**src/rtl/scan_pkg.sv**
```systemverilog
// Shared types and defaults for the scan-test sequencer.
package scan_pkg;

  typedef enum logic [2:0] {
    IDLE,
    SHIFT_IN,
    CAPTURE,
    SHIFT_OUT,
    DONE
  } scan_state_e;

  localparam int          SCAN_CHAIN_LEN_DEF = 3;
  localparam logic [2:0]  SCAN_INV_MASK_DEF  = 3'b010;
  localparam int          ERRCNT_W           = 8;

endpackage

```
**src/rtl/scan_resp_reg.sv**
```systemverilog
// Response capture register: per-bit load with de-inversion, plus a registered masked compare.
module scan_resp_reg
  import scan_pkg::*;
#(
  parameter int                   CHAIN_LEN = SCAN_CHAIN_LEN_DEF,
  parameter logic [CHAIN_LEN-1:0] INV_MASK  = CHAIN_LEN'(SCAN_INV_MASK_DEF)
) (
  input  logic                 clk,
  input  logic                 n_reset,
  input  logic                 i_clear,
  input  logic [CHAIN_LEN-1:0] i_load_en,
  input  logic                 i_eval,
  input  logic                 i_scan_out,
  input  logic [CHAIN_LEN-1:0] i_expect,
  input  logic [CHAIN_LEN-1:0] i_care,
  output logic [CHAIN_LEN-1:0] o_captured,
  output logic                 o_pass
);

  logic [CHAIN_LEN-1:0] r_cap;
  logic [CHAIN_LEN-1:0] w_cap_next;
  logic                 r_pass;

  always_comb begin
    w_cap_next = r_cap;
    for (int i = 0; i < CHAIN_LEN; i++) begin
      if (i_load_en[i]) w_cap_next[i] = i_scan_out ^ INV_MASK[i];
    end
  end

  // pass is judged on the vector including the bit loaded this cycle
  always_ff @(posedge clk or negedge n_reset) begin
    if (!n_reset) begin
      r_cap  <= '0;
      r_pass <= 1'b0;
    end else if (i_clear) begin
      r_cap  <= '0;
      r_pass <= 1'b0;
    end else begin
      r_cap <= w_cap_next;
      if (i_eval) r_pass <= (((w_cap_next ^ i_expect) & i_care) == '0);
    end
  end

  assign o_captured = r_cap;
  assign o_pass     = r_pass;

endmodule

```
**src/rtl/scan_test_ctrl.sv**
```systemverilog
// Scan-test sequencer: shift in, one capture clock, shift out, masked compare.
// Optional saturating failure counter on port err_cnt when SCAN_ERRCNT_EN is defined.
module scan_test_ctrl
  import scan_pkg::*;
#(
  parameter int                   CHAIN_LEN = SCAN_CHAIN_LEN_DEF,
  parameter logic [CHAIN_LEN-1:0] INV_MASK  = CHAIN_LEN'(SCAN_INV_MASK_DEF)
) (
  input  logic                 clk,
  input  logic                 n_reset,
  input  logic                 start,
  input  logic [CHAIN_LEN-1:0] pattern,
  input  logic [CHAIN_LEN-1:0] expect_v,
  input  logic [CHAIN_LEN-1:0] care,
  input  logic                 scan_out,
  output logic                 scan_in,
  output logic                 scan_mode,
  output logic                 busy,
  output logic                 done,
  output logic                 pass,
  output scan_state_e          o_dbg_state,
  output logic [CHAIN_LEN-1:0] captured
`ifdef SCAN_ERRCNT_EN
  ,
  output logic [ERRCNT_W-1:0]  err_cnt
`endif
);

  localparam int KW = $clog2(CHAIN_LEN + 1);

  // Handshake: start is accepted on any edge where the FSM is in IDLE or DONE; operands are
  // latched on that edge only. done is a one-cycle pulse; pass/captured hold until the next accept.
  scan_state_e          r_state;
  logic [KW-1:0]        r_k;
  logic [CHAIN_LEN-1:0] r_pattern;
  logic [CHAIN_LEN-1:0] r_expect;
  logic [CHAIN_LEN-1:0] r_care;
  logic                 r_scan_in;
  logic                 r_scan_mode;
  logic                 r_busy;
  logic                 r_done;

  logic                 w_accept;
  logic                 w_last;
  logic                 w_next_bit;
  logic [CHAIN_LEN-1:0] w_load_en;
  logic                 w_pass;

  assign w_accept = start && ((r_state == IDLE) || (r_state == DONE));
  assign w_last   = (r_k == KW'(CHAIN_LEN - 1));

  always_comb begin
    w_next_bit = 1'b0;
    for (int i = 1; i < CHAIN_LEN; i++) begin
      if (r_k == KW'(i - 1)) w_next_bit = r_pattern[i] ^ INV_MASK[i];
    end
  end

  always_comb begin
    w_load_en = '0;
    if (r_state == SHIFT_OUT) w_load_en[r_k] = 1'b1;
  end

  always_ff @(posedge clk or negedge n_reset) begin
    if (!n_reset) begin
      r_state     <= IDLE;
      r_k         <= '0;
      r_pattern   <= '0;
      r_expect    <= '0;
      r_care      <= '0;
      r_scan_in   <= 1'b0;
      r_scan_mode <= 1'b0;
      r_busy      <= 1'b0;
      r_done      <= 1'b0;
    end else begin
      r_done <= 1'b0;
      case (r_state)
        IDLE, DONE: begin
          if (w_accept) begin
            r_pattern   <= pattern;
            r_expect    <= expect_v;
            r_care      <= care;
            r_k         <= '0;
            r_state     <= SHIFT_IN;
            r_scan_mode <= 1'b1;
            r_busy      <= 1'b1;
            r_scan_in   <= pattern[0] ^ INV_MASK[0];
          end else begin
            r_state     <= IDLE;
            r_scan_mode <= 1'b0;
            r_scan_in   <= 1'b0;
          end
        end
        SHIFT_IN: begin
          if (w_last) begin
            r_state     <= CAPTURE;
            r_k         <= '0;
            r_scan_mode <= 1'b0;
            r_scan_in   <= 1'b0;
          end else begin
            r_k       <= r_k + 1'b1;
            r_scan_in <= w_next_bit;
          end
        end
        CAPTURE: begin
          r_state     <= SHIFT_OUT;
          r_k         <= '0;
          r_scan_mode <= 1'b1;
        end
        SHIFT_OUT: begin
          if (w_last) begin
            r_state     <= DONE;
            r_k         <= '0;
            r_done      <= 1'b1;
            r_busy      <= 1'b0;
            r_scan_mode <= 1'b0;
          end else begin
            r_k <= r_k + 1'b1;
          end
        end
        default: begin
          r_state     <= IDLE;
          r_k         <= '0;
          r_scan_mode <= 1'b0;
          r_scan_in   <= 1'b0;
          r_busy      <= 1'b0;
        end
      endcase
    end
  end

  scan_resp_reg #(
    .CHAIN_LEN (CHAIN_LEN),
    .INV_MASK  (INV_MASK)
  ) u_resp (
    .clk        (clk),
    .n_reset    (n_reset),
    .i_clear    (w_accept),
    .i_load_en  (w_load_en),
    .i_eval     ((r_state == SHIFT_OUT) && w_last),
    .i_scan_out (scan_out),
    .i_expect   (r_expect),
    .i_care     (r_care),
    .o_captured (captured),
    .o_pass     (w_pass)
  );

`ifdef SCAN_ERRCNT_EN
  logic [ERRCNT_W-1:0] r_err_cnt;

  always_ff @(posedge clk or negedge n_reset) begin
    if (!n_reset) r_err_cnt <= '0;
    else if (r_done && !w_pass && (r_err_cnt != {ERRCNT_W{1'b1}})) r_err_cnt <= r_err_cnt + 1'b1;
  end

  assign err_cnt = r_err_cnt;
`endif

  assign scan_in     = r_scan_in;
  assign scan_mode   = r_scan_mode;
  assign busy        = r_busy;
  assign done        = r_done;
  assign pass        = w_pass;
  assign o_dbg_state = r_state;

endmodule
```
**config.mk**
```make
export PLATFORM = sky130hd
export DESIGN_NAME = scan_test_ctrl
export DESIGN_NICKNAME = d
export VERILOG_FILES = /design/src/rtl/scan_pkg.sv /design/src/rtl/scan_resp_reg.sv /design/src/rtl/scan_test_ctrl.sv
export SDC_FILE = /design/constraint.sdc
export NUM_CORES = 1
export LEC_CHECK = 0
export BUFFER_PORTS_ARGS = -buffer_cell sky130_fd_sc_hd__buf_2
export CAP_MARGIN = 10
export CORE_UTILIZATION = 54
export CTS_CLUSTER_SIZE = 8
export DETAILED_ROUTE_END_ITERATION = 10
export PLACE_DENSITY = 0.82
export REMOVE_ABC_BUFFERS = 1
export SETUP_SLACK_MARGIN = 0.2
export SYNTH_ARGS = -nofsm -noshare
export SYNTH_HDL_FRONTEND = slang
export SYNTH_SLANG_ARGS = --single-unit
```
**constraint.sdc**
```tcl
create_clock -name clk -period 2.4 [get_ports clk]
set_input_delay 0.24 -clock clk [delete_from_list [all_inputs] [get_ports clk]]
set_output_delay 0.24 -clock clk [all_outputs]
set_load 0.02 [all_outputs]
```
* Word level (Yosys, flattened, before mapping)
Index checks and enable logic that the tools add are counted.
** Operators by class
- Order comparisons :: 2
- $add $sub $neg :: 1
- Mux-type cells :: 28
- Bitwise gates (word level) :: 5
- Eq/ne operators :: 10
- Reduce and logical (&&, ||, !) cells :: 15
** Operators by type and width (number)
- 2-to-1 mux 1 bit :: 16
- 2-to-1 mux 3 bit :: 4
- one-hot mux 3 bit (4 select lines) :: 1
- one-hot mux 1 bit (3 select lines) :: 3
- OR reduction 2 bit :: 4
- equality test 3 x 2 -> 1 bit (second input constant) :: 2
- logical NOT 3 bit :: 2
- 2-to-1 mux 2 bit :: 2
- != test 2 x 1 -> 1 bit (second input constant) :: 2
- != test 2 bit (second input constant) :: 2
- one-hot mux 2 bit (2 select lines) :: 1
- AND reduction 2 bit :: 2
- AND 3 bit :: 1
- equality test 3 x 1 -> 1 bit (second input constant) :: 1
- equality test 3 bit (second input constant) :: 1
- logical AND 1 bit :: 3
- less-than comparator 2 x 3 -> 1 bit (second input constant) :: 1
- NOT 1 bit :: 3
- AND reduction 3 bit :: 1
- bitwise XOR 3 bit :: 1
- adder 2 x 1 -> 2 bit (second input constant) :: 1
- demux 1 bit (select 2 bit) :: 1
- equality test 2 x 1 -> 1 bit (second input constant) :: 1
- equality test 2 bit (second input constant) :: 1
- 4 further kinds :: 4
** Storage, ports and cells
- Input port bits :: 13
- Logic and storage cells :: 72
- Register bits after elaboration :: 22

* Depth between registers and ports, before layout
Gate-level depths: netlist of the first run.
- Depth in word-level cells :: 11
- Mapped depth :: 5

* Cells and area by module
Synthesis of the first run repeated with hierarchy kept, for this count alone.
** Unflattened totals
- Cell total of the unflattened synthesis :: 83
- Area, all modules :: 978.4 um^2
** Modules (own cells, without submodules)
- scan_test_ctrl :: instances 1, area each 763.2 um^2, cells an instance 63
- scan_resp_reg :: instances 1, area each 215.2 um^2, cells an instance 20

* Least setup slack after synthesis of the first run
OpenSTA, ideal clock, no wires.
- Path type :: register to register
- From :: register r_state[1] (netlist: o_dbg_state[1])
- To :: register r_care[0]
- Clock period less this slack :: 1595 ps
- Data arrival time :: 1468 ps
- Stages on the path, launching flop included :: 5
- Data required time :: 2273 ps
- Setup slack :: 805 ps
- Path through :: dfrtp_1 -> buf_2 -> or3b_4 -> buf_6 -> mux2_1
** On the way
- Cells in the longest elaborated chain, start to end :: 4
- Elaborated cells between the ends (all ways) :: 6
- Those cells by class :: 1 x eq/ne; 5 x reduce/logical
** Ends and longest elaborated chain
- start, declared :: RTL line scan_test_ctrl.sv:33 : scan_state_e r_state;
- start signal, assigned :: RTL line scan_test_ctrl.sv:66 : r_state <= IDLE;
- start signal, assigned :: RTL line scan_test_ctrl.sv:84 : r_state <= SHIFT_IN;
- start signal, assigned :: RTL line scan_test_ctrl.sv:89 : r_state <= IDLE;
- equality test 3 bit / logical NOT 3 bit (equally long branches) :: RTL line scan_test_ctrl.sv:49, scan_test_ctrl.sv:77
- logical OR 1 bit :: RTL line scan_test_ctrl.sv:49 : assign w_accept = start && ((r_state == IDLE) || (r_state == DONE));
- logical AND 1 bit :: RTL line scan_test_ctrl.sv:49
- AND reduction 2 bit (no line) *
- end signal, assigned :: RTL line scan_test_ctrl.sv:82 : r_care <= care;
- end, declared :: RTL line scan_test_ctrl.sv:37 : logic [CHAIN_LEN-1:0] r_care;
Every way passes the cells marked *; elsewhere a longest branch is shown, timed or not.
A chain may end at the register's enable or synchronous reset.

* Final worst setup path of the first run
- From :: register r_state[0] (netlist: o_dbg_state[0])
- To :: register r_scan_in (netlist: scan_in)
** On the way
- Cells in the longest elaborated chain, start to end :: 5
- Elaborated cells between the ends (all ways) :: 11
- Those cells by class :: 4 x eq/ne; 2 x mux; 5 x reduce/logical
** Ends and longest elaborated chain
- equality test 3 bit / logical NOT 3 bit (equally long branches) :: RTL line scan_test_ctrl.sv:49, scan_test_ctrl.sv:77
- logical OR 1 bit :: RTL line scan_test_ctrl.sv:49
- logical AND 1 bit :: RTL line scan_test_ctrl.sv:49
- 2-to-1 mux 1 bit :: RTL line scan_test_ctrl.sv:79 : if (w_accept) begin
- one-hot mux 1 bit (3 select lines) :: RTL line scan_test_ctrl.sv:77 : case (r_state)
- end signal, assigned :: RTL line scan_test_ctrl.sv:87 : r_scan_in <= pattern[0] ^ INV_MASK[0];
- end signal, assigned :: RTL line scan_test_ctrl.sv:102 : r_scan_in <= w_next_bit;
- end, declared :: RTL line scan_test_ctrl.sv:38 : logic r_scan_in;
Several ways; a longest one is shown, not always the timed one.

==> out/qor.csv, run 1 <==
metric;value;unit
routabilityCongestion;0.817;
fin_crit_sh;65.0;%
seq_area_frac_synth;54.5;%
insertedDiodeCount;0;
rsz0062_at_grt;no;
drv_slew;0;
cts_hold_buf;1;
num-nets-final;118;
clock_latency;0.29;ns
io_pins;24;
path_max_fanout;13;
cts_setup_buffers;0;
cts_buffers;3;
maxSlewHeadroom;69.4;%
io_buffer_count;23;
end_kind;flip-flop;
worst_slew_pin_slew;0.460;ns
pre_cts_ws;0.883;ns
drtIter0Drc;25;
cts_root_buf;clkbuf_4;
grtUsageTotal;20.2;%
arrival;1.79;ns
wire_per_inst;13.5;um
vias;707;
viasPerCell;5.52;
avgSynthCellArea;12.1;sq um
violations;DRC;
synth_edf_count;0;
synthArstFlopShare;100;%
pwr-share-seq;47.8;%
initial_core_util;60.5;%
grt_max_degree;22;
clock.fmax;0.641;GHz
worstHoldStart;pattern[2];
cts.repair.resized;0;
leakage;0.000538;uW
die_y;44.3;um
rrSetupSlack;0.84;ns
whs_endpoint;r_pattern[2]$_DFFE_PN0P_;
cts.clk_slew.worst_paths;0.12;ns
finalHoldViolations;0;
r2r_end;scan_in$_DFFE_PN0N_;
crit_path_start_kind;flip-flop;
holdWs;0.147;ns
hp-class;in2reg;
ant_nets;0;
cp.required;2.63;ns
clkSinkCount;21;
stdcell_area;1110;sq um
die_width;44.3;um
comb_power_share;40.2;%
whs_path_depth;2;
max_cap_violations;0;
r2r_start;o_dbg_state[0]$_DFFE_PN0P_;
dominantRegCellSynth;dfrtp_1;
post-dp-hpwl;1.24;mm
crit_type;reg2reg;
first_pass_iters;9;
core;1590;sq um
fin_tns_setup;0;ns
yosys.cell_types.count;37;
fp-row-count;14;
drc_errors;2;
setup_ws;0.840;ns
max-vdd-ir-drop;676;uV
p_switching;552;uW
clockBufferDepth;2;
grt_pass1_wl;2.90;mm
grt_pass1_vias;670;
fin_skew;0.00521;ns
swShare;40.0;%
synth_cells;80;
yosys_warnings;0;
period_needed;1.56;ns
wl;1.73;mm
status;finished with violations;
powerDensity;1240;nW/um^2
grt-ovfl-total;0;
area_growth;15.6;%
netlist_area;965;sq um
setup_viol;0;
drive_gt1_share;28.8;%
htreeDepth;1;
synth-seq-cells;21;
die_area;1960;sq um
clkPwrFrac;12.0;%
cts_tree;yes;
reg2reg_depth;3;
dpl-instance-area;1080;sq um
intPower;829;uW
antenna_found_initial;0;
## layout by cell type, fill, tap and decap left out, types with 2 or more instances in the layout
master,synthesis,final
o21ai_0,4,4
nor2_1,4,4
nand2_1,3,3
dfrtp_1,21,21
nand3_1,2,2
xor2_1,3,3
nor2b_1,2,2
clkbuf_4,0,3
a21oi_1,2,2
buf_2,1,23
mux2_1,8,8
nand3b_1,2,2
inv_1,2,2
## worst max path at each step
stage / start / to / cells after the start
floorplan: o_dbg_state[0]$_DFFE_PN0P_ / scan_in$_DFFE_PN0N_ / 3
global placement: o_dbg_state[0]$_DFFE_PN0P_ / scan_in$_DFFE_PN0N_ / 3
CTS: o_dbg_state[0]$_DFFE_PN0P_ / scan_in$_DFFE_PN0N_ / 3
detailed placement: o_dbg_state[0]$_DFFE_PN0P_ / scan_in$_DFFE_PN0N_ / 3
finish: o_dbg_state[0]$_DFFE_PN0P_ / scan_in$_DFFE_PN0N_ / 3
global route: o_dbg_state[0]$_DFFE_PN0P_ / scan_in$_DFFE_PN0N_ / 3
## registers in the layout, summed over array words and instances (netlist names)
signal,cells
r_care,3
u_resp.o_pass,1
r_k,2
o_dbg_state,3
r_pattern,2
scan_mode,1
scan_in,1
u_resp.o_captured,3
done,1
busy,1
r_expect,3
## synth_stat cells, drive strengths merged (2+ instances only)
cell type	instances	share of area [%]
nand3	2	1.0
dfrtp	21	54
nor2b	2	1.3
mux2	8	9.3
nand2	3	1.2
xor2	3	2.7
inv	3	1.2
buf	3	2.9
a21oi	2	1.0
or3b	2	2.1
nand3b	2	1.6
nor2	4	1.6
o21ai	6	3.5
## logic make-up after synthesis
kind of cell / share of synthesized area (%)
compound gates: 12.7
xor+xnor: 3.63
buf+inv: 4.41
flops: 54.5
mux: 10.4
simple gates: 14.4
## critical path, stage by stage, from the launching register on
cell and delay [ns]:
dfrtp_1 0.57, or3b_1 0.45, o32a_1 0.38, o21ai_2 0.10
## per-layer routing
metal  GRT usage [%]  vias up  wire, um
li1                -      339         -
met1            28.5      340       857
met2            30.9       24       766
met3            2.86        4        76
met4            9.70        0        34
met5               0        -         0
## power by group through the flow
stage | Combinational, uW | Sequential, uW | Clock [uW]
after floorplan | 326 | 715 | 0
after global placement | 541 | 653 | 0
after detailed placement | 552 | 668 | 0
after CTS | 558 | 659 | 170
after global routing | 612 | 684 | 179
final | 555 | 661 | 166
## stage by stage
stage | util [%] | total power [uW] | cells
2_1_floorplan | - | 1040 | 76
3_5_place_dp | 67.7 | 1220 | 123
3_3_place_gp | 67.7 | 1190 | 123
6_report | 69.9 | 1380 | 128
4_1_cts | 69.9 | 1390 | 128
5_1_grt | 69.9 | 1470 | 128
## area by class of cell
cell class	count	area (sq um)
timing repair buffer	24	125
sequential	21	526
multi-input combinational	52	397
inverter	3	11.3
tap	24	30.0
clock buffer	4	26.3
fill	127	479
Power figures use the tool's default switching activity.
==> run 2, diff against run 1 <==
--- a/config.mk
+++ b/config.mk
@@ -7,10 +7,10 @@
 export LEC_CHECK = 0
 export BUFFER_PORTS_ARGS = -buffer_cell sky130_fd_sc_hd__buf_2
 export CAP_MARGIN = 10
-export CORE_UTILIZATION = 54
+export CORE_UTILIZATION = 50
 export CTS_CLUSTER_SIZE = 8
 export DETAILED_ROUTE_END_ITERATION = 10
-export PLACE_DENSITY = 0.82
+export PLACE_DENSITY = 0.77
 export REMOVE_ABC_BUFFERS = 1
 export SETUP_SLACK_MARGIN = 0.2
 export SYNTH_ARGS = -nofsm -noshare
==> constraint.sdc (replaced) <==
create_clock -name clk -period 1.6 [get_ports clk]
set_input_delay 0.16 -clock clk [delete_from_list [all_inputs] [get_ports clk]]
set_output_delay 0.16 -clock clk [all_outputs]
set_load 0.02 [all_outputs]
==> out/qor.csv, run 2 (synthesized netlist as in run 1, its figures left out) <==
metric;value;unit;change
status;finished, final reports clean;;was finished with violations
holdWs;0.0445;ns;was 0.147 ns
io_buffer_count;23;;unchanged
grt_max_degree;22;;unchanged
final_common_cell;buf_2;;unchanged
drc_errors;0;;was 2
post-dp-hpwl;1.28;mm;was 1.24 mm
fp-row-count;15;;was 14
cts_root_buf;clkbuf_4;;unchanged
worstPathCellList;or3b_4 > mux2_1;;was or3b_1 > o32a_1 > o21ai_2
grt_pass1_vias;660;;was 670
dpl-instance-area;1120;sq um;was 1080 sq um
rsz0062_at_grt;yes;;was no
fin_skew;0.00578;ns;was 0.00521 ns
num-nets-final;125;;was 118
cts.clk_slew.worst_paths;0.12;ns;about the same
initial_core_util;54.7;%;was 60.5%
drtIter0Drc;19;;was 25
vias;733;;was 707
hp-class;in2reg;;unchanged
clkPwrFrac;11.7;%;was 12.0%
cts_tree;yes;;unchanged
io_pins;24;;unchanged
grt-ovfl-total;0;;unchanged
crit_buf_inv;0;;unchanged
setup_ws;0.242;ns;was 0.840 ns
htreeDepth;1;;unchanged
mostFrequentLayoutCells;23 x buf_2, 20 x dfrtp_1, 8 x mux2_1, 6 x buf_4;;was 23 x buf_2, 21 x dfrtp_1, 8 x mux2_1, 4 x nor2_1, 4 x o21ai_0
globalRouteMet3Util;6.35;%;was 2.86%
grtUsageTotal;20.1;%;was 20.2%
crit_type;reg2reg;;unchanged
powerDensity;1880;nW/um^2;was 1240 nW/um^2
core;1760;sq um;was 1590 sq um
clockBufferDepth;2;;unchanged
setup_viol;0;;unchanged
drive_gt1_share;36.9;%;was 28.8%
clkSinkCount;21;;unchanged
finalHoldViolations;0;;unchanged
die_area;2110;sq um;was 1960 sq um
busiest_layer;met2;;unchanged
die_width;45.9;um;was 44.3 um
end_kind;flip-flop;;unchanged
stdcell_area;1200;sq um;was 1110 sq um
first_pass_iters;4;;was 9
grt_pass1_wl;2.93;mm;was 2.90 mm
arrival;1.57;ns;was 1.79 ns
fin_tns_setup;0;ns;unchanged
max_cap_violations;0;;unchanged
use_met1;27.9;%;was 28.5%
clock.fmax;0.737;GHz;was 0.641 GHz
swShare;39.6;%;was 40.0%
wl;1.92;mm;was 1.73 mm
comb_power_share;47.8;%;was 40.2%
crit_path_start_kind;flip-flop;;unchanged
fin_crit_sh;84.9;%;was 65.0%
clock_latency;0.31;ns;was 0.29 ns
slowest_stage;dfrtp_2;;was dfrtp_1
pwr-share-seq;40.4;%;was 47.8%
intPower;1360;uW;was 829 uW
die_y;45.9;um;was 44.3 um
period_needed;1.36;ns;was 1.56 ns
max-vdd-ir-drop;1030;uV;was 676 uV
wire_per_inst;14.1;um;was 13.5 um
leakage;0.000571;uW;was 0.000538 uW
cp.required;1.81;ns;was 2.63 ns
drv_slew;0;;unchanged
maxSlewHeadroom;69.2;%;was 69.4%
area_growth;24.4;%;was 15.6%
path_max_fanout;8;;was 13
cts_buffers;3;;unchanged
crit_family;flip-flops;;unchanged
cpPeakStageDelay;0.47;ns;was 0.57 ns
antenna_found_initial;0;;unchanged
viasPerCell;5.39;;was 5.52
insertedDiodeCount;0;;unchanged
ant_nets;0;;unchanged
pre_cts_ws;0.172;ns;was 0.883 ns
routabilityCongestion;0.788;;was 0.817
met2_usage;29.0;%;was 30.9%
p_switching;896;uW;was 552 uW
worst_slew_pin_slew;0.462;ns;was 0.460 ns
[run 2: power by group through the flow]
stage	sequential (uW)	combinational [uW]	clock [uW]
after global routing	945	1170	290
after floorplan	1070	489	0
after detailed placement	915	989	0
final	914	1080	265
after global placement	902	964	0
after CTS	906	1030	269
[run 2: path summary, 6_finish.rpt]
path | end | cells after the start | from | slack (ns)
min in group asynchronous | u_resp.o_captured[2]$_DFF_PN0_ | 2 | n_reset | 0.31
worst max-delay path | r_care[1]$_DFFE_PN0P_ | 2 | o_dbg_state[0]$_DFFE_PN0P_ | 0.24
worst min register to register | r_pattern[2]$_DFFE_PN0P_ | 1 | r_pattern[2]$_DFFE_PN0P_ | 0.51
worst min-delay path | u_resp.o_captured[1]$_DFF_PN0_ | 2 | scan_out | 0.04
worst max register to register | r_care[1]$_DFFE_PN0P_ | 2 | o_dbg_state[0]$_DFFE_PN0P_ | 0.24
max in group asynchronous | o_dbg_state[0]$_DFFE_PN0P_ | 2 | n_reset | 0.94
[run 2: worst register-to-register path, cell delays in order (launching register included)]
cell and delay (ns):
dfrtp_2 0.47, or3b_4 0.45, mux2_1 0.34
[run 2: area by class of cell]
class / instances / area (sq um)
Tap cell: 25 / 31.3
Multi-Input combinational cell: 53 / 434
Sequential cell: 21 / 527
Clock buffer: 4 / 26.3
Timing Repair Buffer: 30 / 170
Fill cell: 150 / 564
Inverter: 3 / 11.3
[run 2: repair_timing]
action,4_1_cts,5_1_grt
resized for setup,2,3
gates cloned,0,1
hold buffers,1,0
endpoints found under the setup margin,12,11
setup buffers,0,1
pin swaps,1,1
hold endpoints to repair,21,0
[run 2: metrics by stage]
| step | std cells | total power, uW | util [%] |
|---|---|---|---|
| after global routing | 136 | 2410 | 68.0 |
| after global placement | 129 | 1870 | 63.3 |
| after floorplan | 76 | 1560 | - |
| final | 136 | 2260 | 68.0 |
| after detailed placement | 129 | 1900 | 63.3 |
| after CTS | 134 | 2200 | 66.4 |
[run 2: layer usage]
layer / part of all wire, % / vias up
li1: - / 348
met1: 48 / 355
met2: 44 / 28
met3: 6.3 / 2
met4: 1.1 / 0
met5: 0 / -
==> run 3, diff against run 2 <==
==> constraint.sdc (replaced) <==
create_clock -name clk -period 1.3 [get_ports clk]
set_input_delay 0.13 -clock clk [delete_from_list [all_inputs] [get_ports clk]]
set_output_delay 0.13 -clock clk [all_outputs]
set_load 0.02 [all_outputs]
==> out/qor.csv, run 3 (synthesized netlist as in run 1, its figures left out) <==
metric;value;unit;change
crit_type;reg2reg;;unchanged
setup_viol;11;;was 0
io_pins;24;;unchanged
arrival;1.55;ns;was 1.57 ns
ant_nets;0;;unchanged
crit_path_start_kind;flip-flop;;unchanged
clkPwrFrac;10.5;%;was 11.7%
routabilityCongestion;0.771;;was 0.788
cts.clk_slew.worst_paths;0.11;ns;was 0.12 ns
finalHoldViolations;0;;unchanged
num-nets-final;130;;was 125
rsz0062_at_grt;yes;;unchanged
first_pass_iters;4;;unchanged
violations;setup timing;;
wl;2.03;mm;was 1.92 mm
clock_latency;0.31;ns;about the same
fin_crit_sh;104;%;was 84.9%
die_area;2110;sq um;unchanged
instances_no_fill;141;;was 136
clockBufferDepth;2;;unchanged
initial_core_util;54.7;%;unchanged
hp-class;in2reg;;unchanged
core;1760;sq um;unchanged
leakage;0.000620;uW;was 0.000571 uW
swShare;39.0;%;was 39.6%
path_max_fanout;7;;was 8
fp-row-count;15;;unchanged
post-dp-hpwl;1.32;mm;was 1.28 mm
mostFrequentLayoutCells;21 x buf_2, 20 x dfrtp_1, 8 x buf_4, 5 x mux2_1, 5 x buf_6;;was 23 x buf_2, 20 x dfrtp_1, 8 x mux2_1, 6 x buf_4
clock.fmax;0.742;GHz;was 0.737 GHz
intPower;1850;uW;was 1360 uW
pwr-share-seq;36.8;%;was 40.4%
holdWs;0.0214;ns;was 0.0445 ns
dp_cells;132;;was 129
power;3040;uW;was 2260 uW
htreeDepth;1;;unchanged
final_common_cell;buf_2;;unchanged
die_y;45.9;um;unchanged
period_needed;1.35;ns;was 1.36 ns
max_cap_violations;0;;unchanged
grt_pass1_wl;3.24;mm;was 2.93 mm
vias;779;;was 733
drv_slew;0;;unchanged
cts_tree;yes;;unchanged
drc_errors;0;;unchanged
grt_pass1_vias;740;;was 660
grtUsageTotal;21.9;%;was 20.1%
grt_max_degree;22;;unchanged
cts_buffers;3;;unchanged
grt-ovfl-total;0;;unchanged
comb_power_share;52.7;%;was 47.8%
drtIter0Drc;20;;was 19
antenna_found_initial;0;;unchanged
insertedDiodeCount;0;;unchanged
viasPerCell;5.52;;was 5.39
setup_ws;-0.0477;ns;was 0.242 ns
final_core_util;73.2;%;was 68.0%
powerDensity;2350;nW/um^2;was 1880 nW/um^2
area_growth;33.9;%;was 24.4%
worst_slew_pin_slew;0.457;ns;was 0.462 ns
io_buffer_count;23;;unchanged
status;finished with violations;;was finished, final reports clean
p_switching;1180;uW;was 896 uW
drive_gt1_share;46.6;%;was 36.9%
die_width;45.9;um;unchanged
clkSinkCount;21;;unchanged
maxSlewHeadroom;69.5;%;was 69.2%
max-vdd-ir-drop;1280;uV;was 1030 uV
wire_per_inst;14.4;um;was 14.1 um
fin_tns_setup;-0.364;ns;was 0 ns
cts_root_buf;clkbuf_4;;unchanged
fin_skew;0.00305;ns;was 0.00578 ns
cp.required;1.50;ns;was 1.81 ns
end_kind;flip-flop;;unchanged
==> run 3: layer usage <==
| metal | track usage [%] | wire (um) | vias up | part of all wire [%] |
|---|---|---|---|---|
| met2 | 37.5 | 1010 | 27 | 50 |
| li1 | - | - | 362 | - |
| met5 | 0 | 0 | - | 0 |
| met4 | 7.06 | 29 | 0 | 1.4 |
| met1 | 28.6 | 910 | 387 | 45 |
| met3 | 2.38 | 82 | 3 | 4.0 |
==> run 3: cell type report <==
| class | instances | area, sq um |
|---|---|---|
| clock buffers | 4 | 26.3 |
| fillers | 142 | 473 |
| inverters | 3 | 13.8 |
| multi-input cells | 53 | 462 |
| flip-flops and latches | 21 | 527 |
| well taps | 25 | 31.3 |
| repair buffers | 35 | 231 |
==> run 3: final timing paths <==
path	start	endpoint	slack, ns	cells past startpoint
min in group asynchronous	n_reset	u_resp.o_captured[2]$_DFF_PN0_	0.29	2
max in group asynchronous	n_reset	o_dbg_state[0]$_DFFE_PN0P_	0.68	2
hold reg to reg	r_pattern[1]$_DFFE_PN0P_	r_pattern[1]$_DFFE_PN0P_	0.49	1
setup / recovery	o_dbg_state[0]$_DFFE_PN0P_	r_care[2]$_DFFE_PN0P_	-0.05	2
setup reg to reg	o_dbg_state[0]$_DFFE_PN0P_	r_care[2]$_DFFE_PN0P_	-0.05	2
hold / removal	expect_v[0]	r_expect[0]$_DFFE_PN0P_	0.02	2
==> run 3: stage by stage <==
step	setup slack [ns]	instance area, sq um
after floorplan	-0.216	933
after global placement	-0.0502	1140
after detailed placement	-0.100	1140
after CTS	-0.0483	1280
after global routing	-0.0889	1290
final	-0.0477	1290
==> run 3: what timing repair did <==
item / 4_1_cts / 5_1_grt
resized for setup: 18 / 5
hold buffers: 1 / 0
endpoints found under the hold margin: 21 / 0
buffers inserted: 3 / 0
cloned: 1 / 0
pin swaps: 3 / 1
setup endpoints to repair: 20 / 22
==> run 3: power groups by stage <==
stage               combinational [uW]  clock (uW)  sequential (uW)
finish                            1600         318             1120
detailed placement                1290           0             1110
floorplan                          602           0             1320
global placement                  1250           0             1100
CTS                               1550         320             1120
global route                      1720         340             1150
==> run 3: critical path: stages (launching register included) <==
cell and delay (ns):
dfrtp_2 0.46, or3b_4 0.45, mux2_1 0.33
